## src/rtl/pipe_stage_chain_pkg.sv

```systemverilog
// Shared constants and helpers for the generic pipeline register chain.
package pipe_pkg;

    // Default payload layout for the 16-bit core: the instruction word fills the slot
    localparam int INSTR_LSB = 0;
    localparam int INSTR_MSB = 15;
    localparam int DEF_WIDTH = INSTR_MSB - INSTR_LSB + 1;

    // Performance counters stick at all-ones instead of wrapping
    localparam int DEF_CNT_W = 16;
    localparam logic [DEF_CNT_W-1:0] CNT_SAT = '1;

    // Width of the flush stage index; a 1-bit field is kept even for tiny chains
    function automatic int flush_w(input int stages);
        return ($clog2(stages) < 1) ? 1 : $clog2(stages);
    endfunction

endpackage

```

## src/rtl/pipe_stage_chain_if.sv

```systemverilog
// Producer/consumer handshake bundle of the pipeline chain.
interface pipe_stage_chain_if
    import pipe_pkg::*;
#(
    parameter int WIDTH = DEF_WIDTH
) ();
    logic             in_valid;
    logic [WIDTH-1:0] in_data;
    logic             in_ready;
    logic             out_valid;
    logic [WIDTH-1:0] out_data;
    logic             out_ready;

    // Environment side: drives the producer item and the consumer ready
    modport master (
        output in_valid, in_data, out_ready,
        input  in_ready, out_valid, out_data
    );

    // Chain side
    modport slave (
        input  in_valid, in_data, out_ready,
        output in_ready, out_valid, out_data
    );
endinterface

```

## src/rtl/pipe_stage_chain_slot.sv

```systemverilog
// One pipeline slot: valid flop, payload flop with load enable, flush kill.
module pipe_slot #(
    parameter int WIDTH = 16
) (
    input  logic             clk,
    input  logic             rst,
    input  logic             kill,
    input  logic             load,
    input  logic             in_valid,
    input  logic [WIDTH-1:0] in_data,
    output logic             valid,
    output logic [WIDTH-1:0] data
);

    // Valid bit: kill beats load; a slot that cannot load keeps its occupant
    always_ff @(posedge clk or negedge rst) begin
        if (!rst) begin
            valid <= 1'b0;
        end else if (kill) begin
            valid <= 1'b0;
        end else if (load) begin
            valid <= in_valid;
        end
    end

    // Payload moves only with a real item; bubbles leave stale data behind
    always_ff @(posedge clk or negedge rst) begin
        if (!rst) begin
            data <= '0;
        end else if (!kill && load && in_valid) begin
            data <= in_data;
        end
    end

endmodule

```

## src/rtl/pipe_stage_chain.sv

```systemverilog
// Stallable pipeline register chain with per-stage hold, bubble collapsing,
// ranged flush and stall/bubble performance counters.
module pipe_stage_chain
    import pipe_pkg::*;
#(
    parameter int STAGES = 4,
    parameter int WIDTH  = 16,
    parameter int CNT_W  = 16
) (
    input  logic                          clk,
    input  logic                          rst,
    pipe_stage_chain_if.slave             bus,
    input  logic [STAGES-1:0]             hold,
    input  logic                          flush,
    input  logic [flush_w(STAGES)-1:0]    flush_stage,
    output logic [STAGES-1:0]             stage_valid,
    output logic [STAGES*WIDTH-1:0]       stage_data,
    input  logic                          clr_cnt,
    output logic [CNT_W-1:0]              stall_cnt,
    output logic [CNT_W-1:0]              bubble_cnt
);

    logic [STAGES:0]   rdy;
    logic [STAGES-1:0] kill;

    // Ready chain from the consumer back to stage 0, plus the flush kill range
    always_comb begin
        rdy          = '0;
        kill         = '0;
        rdy[STAGES]  = bus.out_ready;
        for (int unsigned j = 0; j < STAGES; j++) begin
            int unsigned i;
            i       = STAGES - 1 - j;
            rdy[i]  = ~stage_valid[i] | (~hold[i] & rdy[i+1]);
            kill[i] = flush & (32'(flush_stage) >= i);
        end
    end

    assign bus.in_ready  = rdy[0] & ~flush;
    assign bus.out_valid = stage_valid[STAGES-1];
    assign bus.out_data  = stage_data[(STAGES-1)*WIDTH +: WIDTH];

    for (genvar g = 0; g < STAGES; g++) begin : g_slot
        logic             ld_valid;
        logic [WIDTH-1:0] ld_data;

        if (g == 0) begin : g_head
            assign ld_valid = bus.in_valid & bus.in_ready;
            assign ld_data  = bus.in_data;
        end else begin : g_body
            // A killed upstream occupant arrives as a bubble
            assign ld_valid = stage_valid[g-1] & ~hold[g-1] & rdy[g] & ~kill[g-1];
            assign ld_data  = stage_data[(g-1)*WIDTH +: WIDTH];
        end

        pipe_slot #(.WIDTH(WIDTH)) u_slot (
            .clk      (clk),
            .rst      (rst),
            .kill     (kill[g]),
            .load     (rdy[g]),
            .in_valid (ld_valid),
            .in_data  (ld_data),
            .valid    (stage_valid[g]),
            .data     (stage_data[g*WIDTH +: WIDTH])
        );
    end

    // Producer stall counter, saturating, clear wins
    always_ff @(posedge clk or negedge rst) begin
        if (!rst) begin
            stall_cnt <= '0;
        end else if (clr_cnt) begin
            stall_cnt <= '0;
        end else if (bus.in_valid && !bus.in_ready && stall_cnt != '1) begin
            stall_cnt <= stall_cnt + 1'b1;
        end
    end

    // Consumer bubble counter, saturating, clear wins
    always_ff @(posedge clk or negedge rst) begin
        if (!rst) begin
            bubble_cnt <= '0;
        end else if (clr_cnt) begin
            bubble_cnt <= '0;
        end else if (bus.out_ready && !bus.out_valid && bubble_cnt != '1) begin
            bubble_cnt <= bubble_cnt + 1'b1;
        end
    end

endmodule

```

## src/flat_wrapper.sv

```systemverilog
// flat-port wrapper written by rule: the top's interface ports become plain ports
module pipe_stage_chain_flat import pipe_pkg::*;
#(
    parameter int STAGES = 4,
    parameter int WIDTH  = 16,
    parameter int CNT_W  = 16
)
  (clk, rst, hold, flush, flush_stage, stage_valid, stage_data, clr_cnt, stall_cnt, bubble_cnt, bus_in_valid, bus_in_data, bus_out_ready, bus_in_ready, bus_out_valid, bus_out_data);
  pipe_stage_chain_if #(.WIDTH(WIDTH)) bus_i ();
  input  logic clk;
  input  logic rst;
  input  logic [STAGES-1:0] hold;
  input  logic flush;
  input  logic [flush_w(STAGES)-1:0] flush_stage;
  output logic [STAGES-1:0] stage_valid;
  output logic [STAGES*WIDTH-1:0] stage_data;
  input  logic clr_cnt;
  output logic [CNT_W-1:0] stall_cnt;
  output logic [CNT_W-1:0] bubble_cnt;
  input wire logic [$bits(bus_i.in_valid)-1:0] bus_in_valid;
  input wire logic [$bits(bus_i.in_data)-1:0] bus_in_data;
  input wire logic [$bits(bus_i.out_ready)-1:0] bus_out_ready;
  output wire logic [$bits(bus_i.in_ready)-1:0] bus_in_ready;
  output wire logic [$bits(bus_i.out_valid)-1:0] bus_out_valid;
  output wire logic [$bits(bus_i.out_data)-1:0] bus_out_data;
  assign bus_i.in_valid = bus_in_valid;
  assign bus_i.in_data = bus_in_data;
  assign bus_i.out_ready = bus_out_ready;
  assign bus_in_ready = bus_i.in_ready;
  assign bus_out_valid = bus_i.out_valid;
  assign bus_out_data = bus_i.out_data;
  pipe_stage_chain #(.STAGES(STAGES), .WIDTH(WIDTH), .CNT_W(CNT_W)) u_core (.clk(clk), .rst(rst), .bus(bus_i), .hold(hold), .flush(flush), .flush_stage(flush_stage), .stage_valid(stage_valid), .stage_data(stage_data), .clr_cnt(clr_cnt), .stall_cnt(stall_cnt), .bubble_cnt(bubble_cnt));
endmodule
```

## config.mk

```make
export PLATFORM = sky130hd
export DESIGN_NAME = pipe_stage_chain_flat
export DESIGN_NICKNAME = d
export VERILOG_FILES = /design/src/rtl/pipe_stage_chain_pkg.sv /design/src/rtl/pipe_stage_chain_if.sv /design/src/rtl/pipe_stage_chain_slot.sv /design/src/rtl/pipe_stage_chain.sv /design/src/flat_wrapper.sv
export SDC_FILE = /design/constraint.sdc
export NUM_CORES = 1
export LEC_CHECK = 0
export CAP_MARGIN = 20
export CORE_MARGIN = 2
export CORE_UTILIZATION = 30
export DETAILED_ROUTE_END_ITERATION = 7
export PLACE_DENSITY = 0.67
export SETUP_SLACK_MARGIN = 0.5
export SLEW_MARGIN = 20
export SYNTH_ARGS = -nofsm -noshare
export SYNTH_HDL_FRONTEND = slang
export SYNTH_SLANG_ARGS = --single-unit
```

## constraint.sdc

```tcl
create_clock -name clk -period 4.36 [get_ports clk]
set_input_delay 1.308 -clock clk [delete_from_list [all_inputs] [get_ports clk]]
set_output_delay 1.308 -clock clk [all_outputs]
set_load 0.005 [all_outputs]
```

==> reports/qor.txt <==
Yosys top cell area share - 55.6%
share of cells above drive strength 1 - 20.2%
Overall Power - 0.00278 W
Clock transition at path regs - 70 ps
GRT overflow - 0
library cells used by synthesis - 45
Clock Path Buffers - 2
hold_ws - 513 ps
Core ar. - 0.0146 mm2
Chip Width - 126 um
DRT iter0 DRCs - 165
mapped cell area - 0.00450 mm2
Final Critical Period - 3780 ps
status - finished, final reports clean
fmax - 0.264 GHz
arrival time worst endpoint - 2470 ps
CP Capture Type - output pin
crit-path cells - clkdlybuf4s50_1, a21o_1, a31o_2, a31oi_4, buf_2
first-pass GRT wire length - 17800 um
final instance area - 0.00632 mm2
CP max stage cell - clkdlybuf4s50_1
Multi-input gate area - 0.00178 mm2
crit path max fanout - 2
non-filler cells, final - 689
Post-Place Cells - 672
FFs w/ async S/R, synth - 100%
total CTS buffers - 9
setup TNS - 0 ps
DRC - 0
Max VDD drop - 281 uV
post-synthesis sequential area ratio - 55.6%
final setup fails - 0
drt pass-1 iters - 4
fillers - 1361
Cells after Synth - 372
EDFF count, synth - 0
P per Cell Area - 440 mW/mm2
via/cell ratio - 4.97
later-pin clock latency in the skew report - 350 ps
Tcrit/Tclk final - 86.7%
Hold/Removal Path Class - reg2reg
Routed wire per std cell - 15.7 um
Int Power - 0.00205 W
top cells by area, synth - dfrtp_1 (56%), mux2_2 (16%), buf_4 (3.3%)
row cnt - 44
max-slew violations - 0
Mapped Nets - 402
Synth Warn # - 0
antenna-violating nets left - 0
synthesized area per cell - 12.1 um2
Required @ worst endpoint - 3050 ps
# hold bufs at CTS - 0
largest net degree at the start of global routing - 80
clk root buf - clkbuf_16
crit start category - input port
GPL Wtd Cong - 0.790
FF+latch count, synth - 100
Die Y - 126 um
clock share of power - 27.9%
Sw Share - 26.2%
final hold vios - 0
Worst-Margin Slew - 784 ps
via count - 3427
antenna violations before repair - 0
Register Area - 0.00250 mm2
area grow syn2layout - 40.3%
antenna cell count - 0
Initial Util - 30.8%
DRT Wirelength - 10800 um
Psw - 0.000728 W
RSZ-0062 raised after global routing - false
total I/O pin count - 146
Top FF cell, synth - dfrtp_1
clock skew - 4.30 ps
IO Port Bufs - 145
Die Footprint - 0.0160 mm2
Max-slew headroom - 47.4%
gr usage total - 13.8%
biggest area consumer among synthesized cells - dfrtp_1
vias in the first global route - 3509
LEAKAGE - 2.57 nW
combinational share of power - 26.7%
type of the worst setup path - in2out
crit-path max cell delay - 430 ps
DP Area - 0.00600 mm2
H-tree depth - 3
Max Cap Viol - 0
Clock Sinks - 100
final net count - 530
final HPWL from detailed placement - 7540 um
share of power burned in registers - 45.4%
CTS tree - built
## timing repair
item | CTS | global route
pin swaps | 1 | 1
resized for setup | 5 | 3
setup buffers | 1 | 0
hold endpoints to repair | 0 | 0
setup endpoints to repair | 1 | 1
## final cells by class
type                            count  area share (%)
Inverter                            5           0.297
Tap cell                          184            3.65
Sequential cell                   100            39.6
Clock buffer                       11            3.84
Multi-Input combinational cell    232            28.2
Timing Repair Buffer              152            23.7
Clock inverter                      5           0.674
## state kept, by name (all words and copies together) (netlist names)
| signal | flops |
|---|---|
| u_core.bubble_cnt | 16 |
| u_core.g_slot.u_slot.valid | 4 |
| u_core.g_slot.u_slot.data | 64 |
| u_core.stall_cnt | 16 |
## cells in the final DEF (no fill, tap or decap), drive strengths merged, types with 3 or more instances in the layout
cell type        n
clkdlybuf4s50  141
dfrtp          100
mux2            64
a21oi           24
nand2           16
nand3           16
nor2            16
o31ai           13
or4             12
clkbuf          11
buf             10
xnor2            9
and3             9
inv              8
nor3             7
o21ai            5
nand4            5
or3              4
mux2i            3
a211oi           3
## worst paths after layout
check / slack (ps) / to / start / cells after the start
min reg2reg: 510 / u_core.bubble_cnt[14] / u_core.bubble_cnt[14] / 1
max: 580 / bus_in_ready / hold[2] / 5
max reg2reg: 2080 / u_core.stall_cnt[2] / u_core.stall_cnt[0] / 6
max in group asynchronous: 2580 / u_core.g_slot[1].u_slot.data[12] / rst / 2
min: 510 / u_core.bubble_cnt[14] / u_core.bubble_cnt[14] / 1
min in group asynchronous: 990 / u_core.g_slot[3].u_slot.valid / rst / 1
## per-stage QoR
step | setup slack [ps] | util, %
2_1_floorplan | 1090 | -
3_3_place_gp | 187 | 41.2
3_5_place_dp | 151 | 41.2
4_1_cts | 503 | 43.3
5_1_grt | 555 | 43.3
6_report | 579 | 43.3
## routing by layer
layer | up-vias | GRT usage (%) | share of wire (%)
met5 | - | 0 | 0
met2 | 100 | 23.2 | 49
met1 | 1726 | 16.2 | 43
li1 | 1589 | - | -
met3 | 12 | 5.02 | 6.5
met4 | 0 | 5.24 | 1.6
## synthesized netlist by cell type (2+ instances only)
cell type	count
a211oi_1	3
a21o_1	2
a21oi_1	24
a31o_2	2
a31oi_1	2
and3_1	8
and4_1	2
buf_2	7
buf_4	20
clkbuf_1	7
dfrtp_1	100
ha_1	2
inv_1	5
mux2_2	64
mux2i_1	3
nand2_1	16
nand2b_1	2
nand3_1	15
nand4_1	5
nor2_1	16
nor3_1	6
o21ai_0	5
o31ai_1	13
or3_1	4
or4_1	9
or4_2	3
xnor2_1	9
## cell families after synthesis
group,synth area share [%]
flops,55.6
simple gates,11.9
mux,16.7
compound gates,7.98
buf+inv,5.37
xor+xnor,1.95
fa+ha+maj,0.556
## critical path: cells and delay by family
kind,cells,cell delay [ps]
AO/OA/AOI/OAI,3,600
buffers and inverters,2,570
## power by group through the flow
stage	Clock [W]	Combinational, W	Sequential [W]
2_1_floorplan	0	0.000249	0.00126
3_3_place_gp	0	0.000743	0.00127
3_5_place_dp	0	0.000750	0.00128
4_1_cts	0.000806	0.000756	0.00127
5_1_grt	0.000839	0.000794	0.00130
6_report	0.000774	0.000742	0.00126
Power figures use the tool's default switching activity.
